**config.mk**
```make
export PLATFORM = sky130hd
export DESIGN_NAME = frequency_analysis_scheduler
export DESIGN_NICKNAME = d
export VERILOG_FILES = /design/src/rtl/frequency_analyzer_pkg.sv /design/src/rtl/analysis_window_timer.sv /design/src/rtl/frequency_analysis_scheduler.sv
export SDC_FILE = /design/constraint.sdc
export NUM_CORES = 1
export LEC_CHECK = 0
export ABC_AREA = 1
export BUFFER_PORTS_ARGS = -buffer_cell sky130_fd_sc_hd__buf_4
export CORE_ASPECT_RATIO = 0.5
export CORE_UTILIZATION = 45
export DETAILED_ROUTE_END_ITERATION = 7
export PLACE_DENSITY = 0.68
export REMOVE_ABC_BUFFERS = 1
export SLEW_MARGIN = 20
export SYNTH_ARGS = -nofsm -noshare
export SYNTH_HDL_FRONTEND = slang
export SYNTH_HIERARCHICAL = 1
export SYNTH_SLANG_ARGS = --single-unit
```
**constraint.sdc**
```tcl
create_clock -name s00_axi_aclk -period 6.25 [get_ports s00_axi_aclk]
set_clock_uncertainty 0.15 [all_clocks]
set_input_delay 1.25 -clock s00_axi_aclk [delete_from_list [all_inputs] [get_ports s00_axi_aclk]]
set_output_delay 1.25 -clock s00_axi_aclk [all_outputs]
set_load 0.02 [all_outputs]
```
**src/rtl/frequency_analyzer_pkg.sv**
```systemverilog
// rtl/frequency_analyzer_pkg.sv - shared register-bank constants and scheduler state encoding
package frequency_analyzer_pkg;

   localparam logic [1:0] REGISTER_NOP             = 2'd0;
   localparam logic [1:0] REGISTER_WRITE_OPERATION = 2'd2;

   typedef enum logic [2:0] {
      ST_IDLE    = 3'd0,
      ST_CLEAR   = 3'd1,
      ST_MEASURE = 3'd2,
      ST_SETTLE  = 3'd3,
      ST_WRITE   = 3'd4,
      ST_HOLD    = 3'd5,
      ST_DONE    = 3'd6
   } sched_state_e;

   // A zero-length window would never let the analyzers see a pixel, so it is promoted to one clock.
   function automatic logic [31:0] window_length(input logic [31:0] requested);
      return (requested == 32'd0) ? 32'd1 : requested;
   endfunction

endpackage

```
**src/rtl/analysis_window_timer.sv**
```systemverilog
// rtl/analysis_window_timer.sv - loadable 32-bit down-counter; done marks the last cycle of a loaded interval
module analysis_window_timer (
   input  logic        clk_i,
   input  logic        rst_ni,
   input  logic        load_i,
   input  logic [31:0] load_value_i,
   output logic        done_o
);

   logic [31:0] count_q;
   logic [31:0] count_d;

   always_comb begin
      count_d = count_q;
      if (load_i) begin
         count_d = load_value_i;
      end else if (count_q != 32'd0) begin
         count_d = count_q - 32'd1;
      end
   end

   always_ff @(posedge clk_i or negedge rst_ni) begin
      if (!rst_ni) begin
         count_q <= 32'd0;
      end else begin
         count_q <= count_d;
      end
   end

   // Loaded with N on the cycle before the interval starts, so the Nth cycle sees a count of one.
   assign done_o = (count_q == 32'd1);

endmodule

```
**src/rtl/frequency_analysis_scheduler.sv**
```systemverilog
// rtl/frequency_analysis_scheduler.sv - sequences clear/measure/settle, then publishes snapshotted results
module frequency_analysis_scheduler
   import frequency_analyzer_pkg::*;
#(
   parameter int NUM_CHANNELS  = 6,
   parameter int CLEAR_CYCLES  = 4,
   parameter int SETTLE_CYCLES = 4,
   parameter int HOLD_CYCLES   = 3
) (
   input  logic                      s00_axi_aclk,
   input  logic                      s00_axi_aresetn,
   input  logic                      arm,
   input  logic                      abort,
   input  logic                      irq_ack,
   input  logic [31:0]               window_cycles,
   input  logic [NUM_CHANNELS*32-1:0] result_data,
   output logic                      analyzer_enable,
   output logic                      analyzer_clear,
   output logic [1:0]                register_operation,
   output logic [7:0]                register_number,
   output logic [31:0]               register_write,
   output logic                      irq,
   output logic                      busy,
   output logic                      overrun
);

   localparam int IDX_W = (NUM_CHANNELS > 1) ? $clog2(NUM_CHANNELS) : 1;
   localparam logic [IDX_W-1:0] LAST_IDX = IDX_W'(NUM_CHANNELS - 1);

   sched_state_e     state_q, state_d;
   logic [IDX_W-1:0] idx_q, idx_d;
   logic [31:0]      window_q;
   logic             overrun_q;
   logic [31:0]      snapshot_q [NUM_CHANNELS];

   logic        timer_load;
   logic [31:0] timer_value;
   logic        timer_done;
   logic        accept_arm;
   logic        capture;

   analysis_window_timer u_timer (
      .clk_i        (s00_axi_aclk),
      .rst_ni       (s00_axi_aresetn),
      .load_i       (timer_load),
      .load_value_i (timer_value),
      .done_o       (timer_done)
   );

   always_comb begin
      state_d     = state_q;
      idx_d       = idx_q;
      timer_load  = 1'b0;
      timer_value = 32'd0;
      accept_arm  = 1'b0;
      capture     = 1'b0;
      case (state_q)
         ST_IDLE:    if (arm) accept_arm = 1'b1;
         ST_CLEAR:   if (timer_done) begin
                        state_d     = ST_MEASURE;
                        timer_load  = 1'b1;
                        timer_value = window_q;
                     end
         ST_MEASURE: if (timer_done) begin
                        state_d     = ST_SETTLE;
                        timer_load  = 1'b1;
                        timer_value = 32'(SETTLE_CYCLES);
                     end
         ST_SETTLE:  if (timer_done) begin
                        state_d = ST_WRITE;
                        idx_d   = '0;
                        capture = 1'b1;
                     end
         ST_WRITE:   if (HOLD_CYCLES != 0) begin
                        state_d     = ST_HOLD;
                        timer_load  = 1'b1;
                        timer_value = 32'(HOLD_CYCLES);
                     end else if (idx_q == LAST_IDX) begin
                        state_d = ST_DONE;
                     end else begin
                        idx_d = idx_q + IDX_W'(1);
                     end
         ST_HOLD:    if (timer_done) begin
                        if (idx_q == LAST_IDX) begin
                           state_d = ST_DONE;
                        end else begin
                           state_d = ST_WRITE;
                           idx_d   = idx_q + IDX_W'(1);
                        end
                     end
         ST_DONE:    if (arm) accept_arm = 1'b1;
                     else if (irq_ack) state_d = ST_IDLE;
         default:    state_d = ST_IDLE;
      endcase

      // abort beats a simultaneous arm, including the implicit re-arm from DONE
      if (abort) begin
         accept_arm = 1'b0;
         capture    = 1'b0;
         timer_load = 1'b0;
         state_d    = ST_IDLE;
      end
      if (accept_arm) begin
         state_d     = ST_CLEAR;
         timer_load  = 1'b1;
         timer_value = 32'(CLEAR_CYCLES);
      end
   end

   always_ff @(posedge s00_axi_aclk or negedge s00_axi_aresetn) begin
      if (!s00_axi_aresetn) begin
         state_q   <= ST_IDLE;
         idx_q     <= '0;
         window_q  <= 32'd0;
         overrun_q <= 1'b0;
         for (int k = 0; k < NUM_CHANNELS; k++) snapshot_q[k] <= 32'd0;
      end else begin
         state_q <= state_d;
         idx_q   <= idx_d;
         if (accept_arm) begin
            window_q  <= window_length(window_cycles);
            overrun_q <= 1'b0;
         end else if (arm && busy && !abort) begin
            overrun_q <= 1'b1;
         end
         if (capture) begin
            for (int k = 0; k < NUM_CHANNELS; k++) snapshot_q[k] <= result_data[32*k +: 32];
         end
      end
   end

   always_comb begin
      register_operation = REGISTER_NOP;
      register_number    = 8'd0;
      register_write     = 32'd0;
      if (state_q == ST_WRITE) register_operation = REGISTER_WRITE_OPERATION;
      if (state_q == ST_WRITE || state_q == ST_HOLD) begin
         register_number = 8'(idx_q) + 8'd1;
         register_write  = snapshot_q[idx_q];
      end
   end

   assign analyzer_enable = (state_q == ST_MEASURE);
   assign analyzer_clear  = (state_q == ST_CLEAR);
   assign irq             = (state_q == ST_DONE);
   assign busy            = (state_q != ST_IDLE) && (state_q != ST_DONE);
   assign overrun         = overrun_q;

endmodule
```
==> reports/qor.tcl <==
set qor(dpl-instance-area_mm2) 0.0156
set qor(cellLeakagePower_nw) 8.78
set qor(drive_gt1_share_pct) 17.7
set qor(pin_count_of_the_biggest_net_entering_global_routing) 152
set qor(cts_tree) {yes}
set qor(reg2reg_slack_ns) 2.78
set qor(worst_setup_path_start_kind) {flop}
set qor(port_buffers) 270
set qor(chipWidth_um) 247
set qor(setup_viol) 0
set qor(antennaDiodeCount) 0
set qor(number_of_core_rows) 44
set qor(grt_setup_unrepaired) {false}
set qor(synth_top_cells_by_area) {sky130_fd_sc_hd__dfrtp_1 (49%), sky130_fd_sc_hd__nand2_1 (13%), sky130_fd_sc_hd__o21ai_1 (7.6%), sky130_fd_sc_hd__inv_1 (6.7%), sky130_fd_sc_hd__nor2_1 (6.1%)}
set qor(tightest_slew_ns) 1.03
set qor(finalMaxSlewViolations) 0
set qor(number_of_antenna_violations_at_the_first_check_in_global_routing) 0
set qor(number_of_cts_inserted_buffers) 25
set qor(slew_headroom_pct) 31.4
set qor(synth_largest_type_area_fraction_pct) 48.7
set qor(worstHoldStart) {window_q[18]}
set qor(post-cts-setup-buffer-count) 0
set qor(yosysUniqueCellTypes) 38
set qor(netlist_area_mm2) 0.0135
set qor(via_count) 11900
set qor(peakVddDrop_mv) 0.197
set qor(critical_path.startpoint) {idx_q[0]}
set qor(globalplace.congestion) 0.898
set qor(ant_nets) 0
set qor(seq_area_frac_synth_pct) 48.7
set qor(drt_first_pass_iters) 7
set qor(regToRegEndpoint) {u_timer/count_q[17]}
set qor(postLayoutSetupSlackWorst_ns) 1.63
set qor(critPathRequiredTime_ns) 4.85
set qor(clock_latency_ns) 0.53
set qor(drv.max_cap_violation_count) 0
set qor(ys_ff_latch) 263
set qor(groute.usage.overall_pct) 23.4
set qor(cts.clk_slew.worst_paths_ns) 0.06
set qor(drtIter0Drc) 643
set qor(wirelength_mm) 35.1
set qor(start_util_pct) 46.2
set qor(min_period_over_period_pct) 73.9
set qor(synth-warning-count) 6
set qor(final_core_utilization_pct) 56.4
set qor(worstRegToRegCells) 13
set qor(worst_r2r_startpoint) {u_timer/count_q[16]}
set qor(critical-path-top-cell-by-count) {sky130_fd_sc_hd__buf_4}
set qor(cts_root_buf) {sky130_fd_sc_hd__clkbuf_16}
set qor(crit_type) {flop to output port}
set qor(dp_slack_ns) 2.04
set qor(fin_tns_setup_ns) 0
set qor(syn_inst) 1805
set qor(worstPathCellList) {inv_2 -> buf_4 -> nor2_1 -> o21ai_0 -> nand2_1 -> a21oi_1 -> buf_4}
set qor(cts_max_level) 1
set qor(global_route_wire_length_before_repair_mm) 58.4
set qor(grt-ovfl-total) 0
set qor(dieArea_mm2) 0.0307
set qor(cts_resized) 0
set qor(syn2layout_area_growth_pct) 22.1
set qor(synth_area_leader_cell) {sky130_fd_sc_hd__dfrtp_1}
set qor(numClockSinks) 263
set qor(finalHoldViolations) 0
set qor(post_synth.cell_area_avg_um2) 7.48
set qor(clock_tree.buffer_depth) 3
set qor(outcome) {finished, final reports clean}
set qor(detail_route.vias_per_cell) 4.89
set qor(dpl.hpwl_mm) 23.9
set qor(power.density_mw_per_mm2) 283
set qor(whs_path_depth) 2
set qor(endpoint_kind) {output port}
set qor(min_to) {window_q[18]}
set qor(post-route-min-period_ns) 4.62
set qor(cp_max_fo) 59
set qor(fmax_mhz) 217
set qor(cpMaxStageDelayCell) {sky130_fd_sc_hd__inv_2}
set qor(cp.arrival_ns) 3.22
set qor(filler_cell_count) 2766
set qor(core_region_area_mm2) 0.0292
set qor(first_global_vias) 11600
set qor(finalInstanceArea_mm2) 0.0165
set qor(critical-path-max-stage-delay_ns) 0.85
set qor(cts-hold-fix-buffers) 0
set qor(nNetsFinal) 2250
set qor(drt_drc_violations_left) 0
set qor(min_path_type) {flop to flop}
set qor(die_h_um) 124
set qor(pin_count) 276
set qor(fin_hold_ws_ns) 0.313
set qor(post_drt_wl_per_cell_um) 14.5
[layout by cell type, fill, tap and decap left out, drive strengths merged, types with 2 or more instances in the layout]
cell,n
buf,282
and2,3
bufinv,3
xor2,2
dfrtp,263
clkbuf,36
o21a,32
nor2,233
conb,5
nand3b,4
o21ai,353
inv,250
clkinv,5
nor4,2
o21bai,2
nand3,34
nand4,3
a21oi,41
xnor2,13
ha,4
nand2,461
[where the power goes]
part	switching [mW]	leakage (nW)	internal [mW]	total [mW]
registers	0.103	3.59	1.87	1.98
logic	0.705	4.77	0.394	1.10
clock network	0.669	0.414	0.922	1.59
[cells by family (layout without fill, tap and decap cells)]
| group | after synthesis | in the layout | share of synthesized area (%) |
|---|---|---|---|
| simple gates | 742 | 742 | 22.2 |
| compound gates | 429 | 429 | 16.7 |
| buf+inv | 351 | 577 | 11.0 |
| flops | 263 | 263 | 48.7 |
| xor+xnor | 15 | 15 | 0.973 |
| fa+ha+maj | 4 | 4 | 0.371 |
| other cells | 1 | 5 | 0.0278 |
[synth_stat cells (all sizes together)]
cell type,number
nand2,461
o21ai,353
dfrtp,263
inv,249
nor2,233
buf,80
a21oi,41
nand3,34
o21a,32
clkbuf,21
xnor2,13
ha,4
nand3b,4
and2,3
nand4,3
nor4,2
o21bai,2
xor2,2
clkinv,1
conb,1
nor3b,1
o22ai,1
or2,1
[per-stage QoR]
stage | total power [mW] | std cells
floorplan | 2.72 | 1708
global placement | 3.09 | 2381
detailed placement | 3.11 | 2381
CTS | 4.72 | 2426
global route | 4.95 | 2426
finish | 4.67 | 2426
[metal layers]
metal	share of wire (%)	up-vias	GRT usage (%)	wire, µm
li1	-	6054	-	-
met1	45	5542	31.0	15700
met2	49	191	40.0	17300
met3	2.8	69	2.71	965
met4	3.3	0	7.73	1170
met5	0	-	0	0
[sequential cells by signal, indices dropped and copies added, names as in the netlist]
signal           cells
overrun              1
snapshot_q         192
u_timer/count_q     32
state_q              3
window_q            32
idx_q                3
[how the worst max path moves through the flow]
stage / endpoint / slack [ns] / cells past startpoint
after floorplan: snapshot_q[160] / -0.60 / 7
after global placement: u_timer/count_q[15] / 2.18 / 11
after detailed placement: u_timer/count_q[17] / 2.04 / 11
after CTS: register_write[6] / 1.60 / 7
after global routing: register_write[28] / 1.37 / 7
final: register_write[6] / 1.63 / 7
[critical path: cells and delay by family, from the launching register on]
family	cells	cell delay, ns
AOI/OAI and AO/OA	2	0.34
DFF	1	0.72
buffers and inverters	3	1.44
and+or+nand+nor	2	0.13
[layout make-up]
class	count	area, µm²	share of cell area (%)
Clock buffer	36	717	4.35
Multi-Input combinational cell	1195	5470	33.2
Tap cell	391	489	2.97
Sequential cell	263	6590	39.9
Inverter	250	941	5.71
Timing Repair Buffer	282	2160	13.1
Clock inverter	9	126	0.766
(Power assumes the default switching activity.)
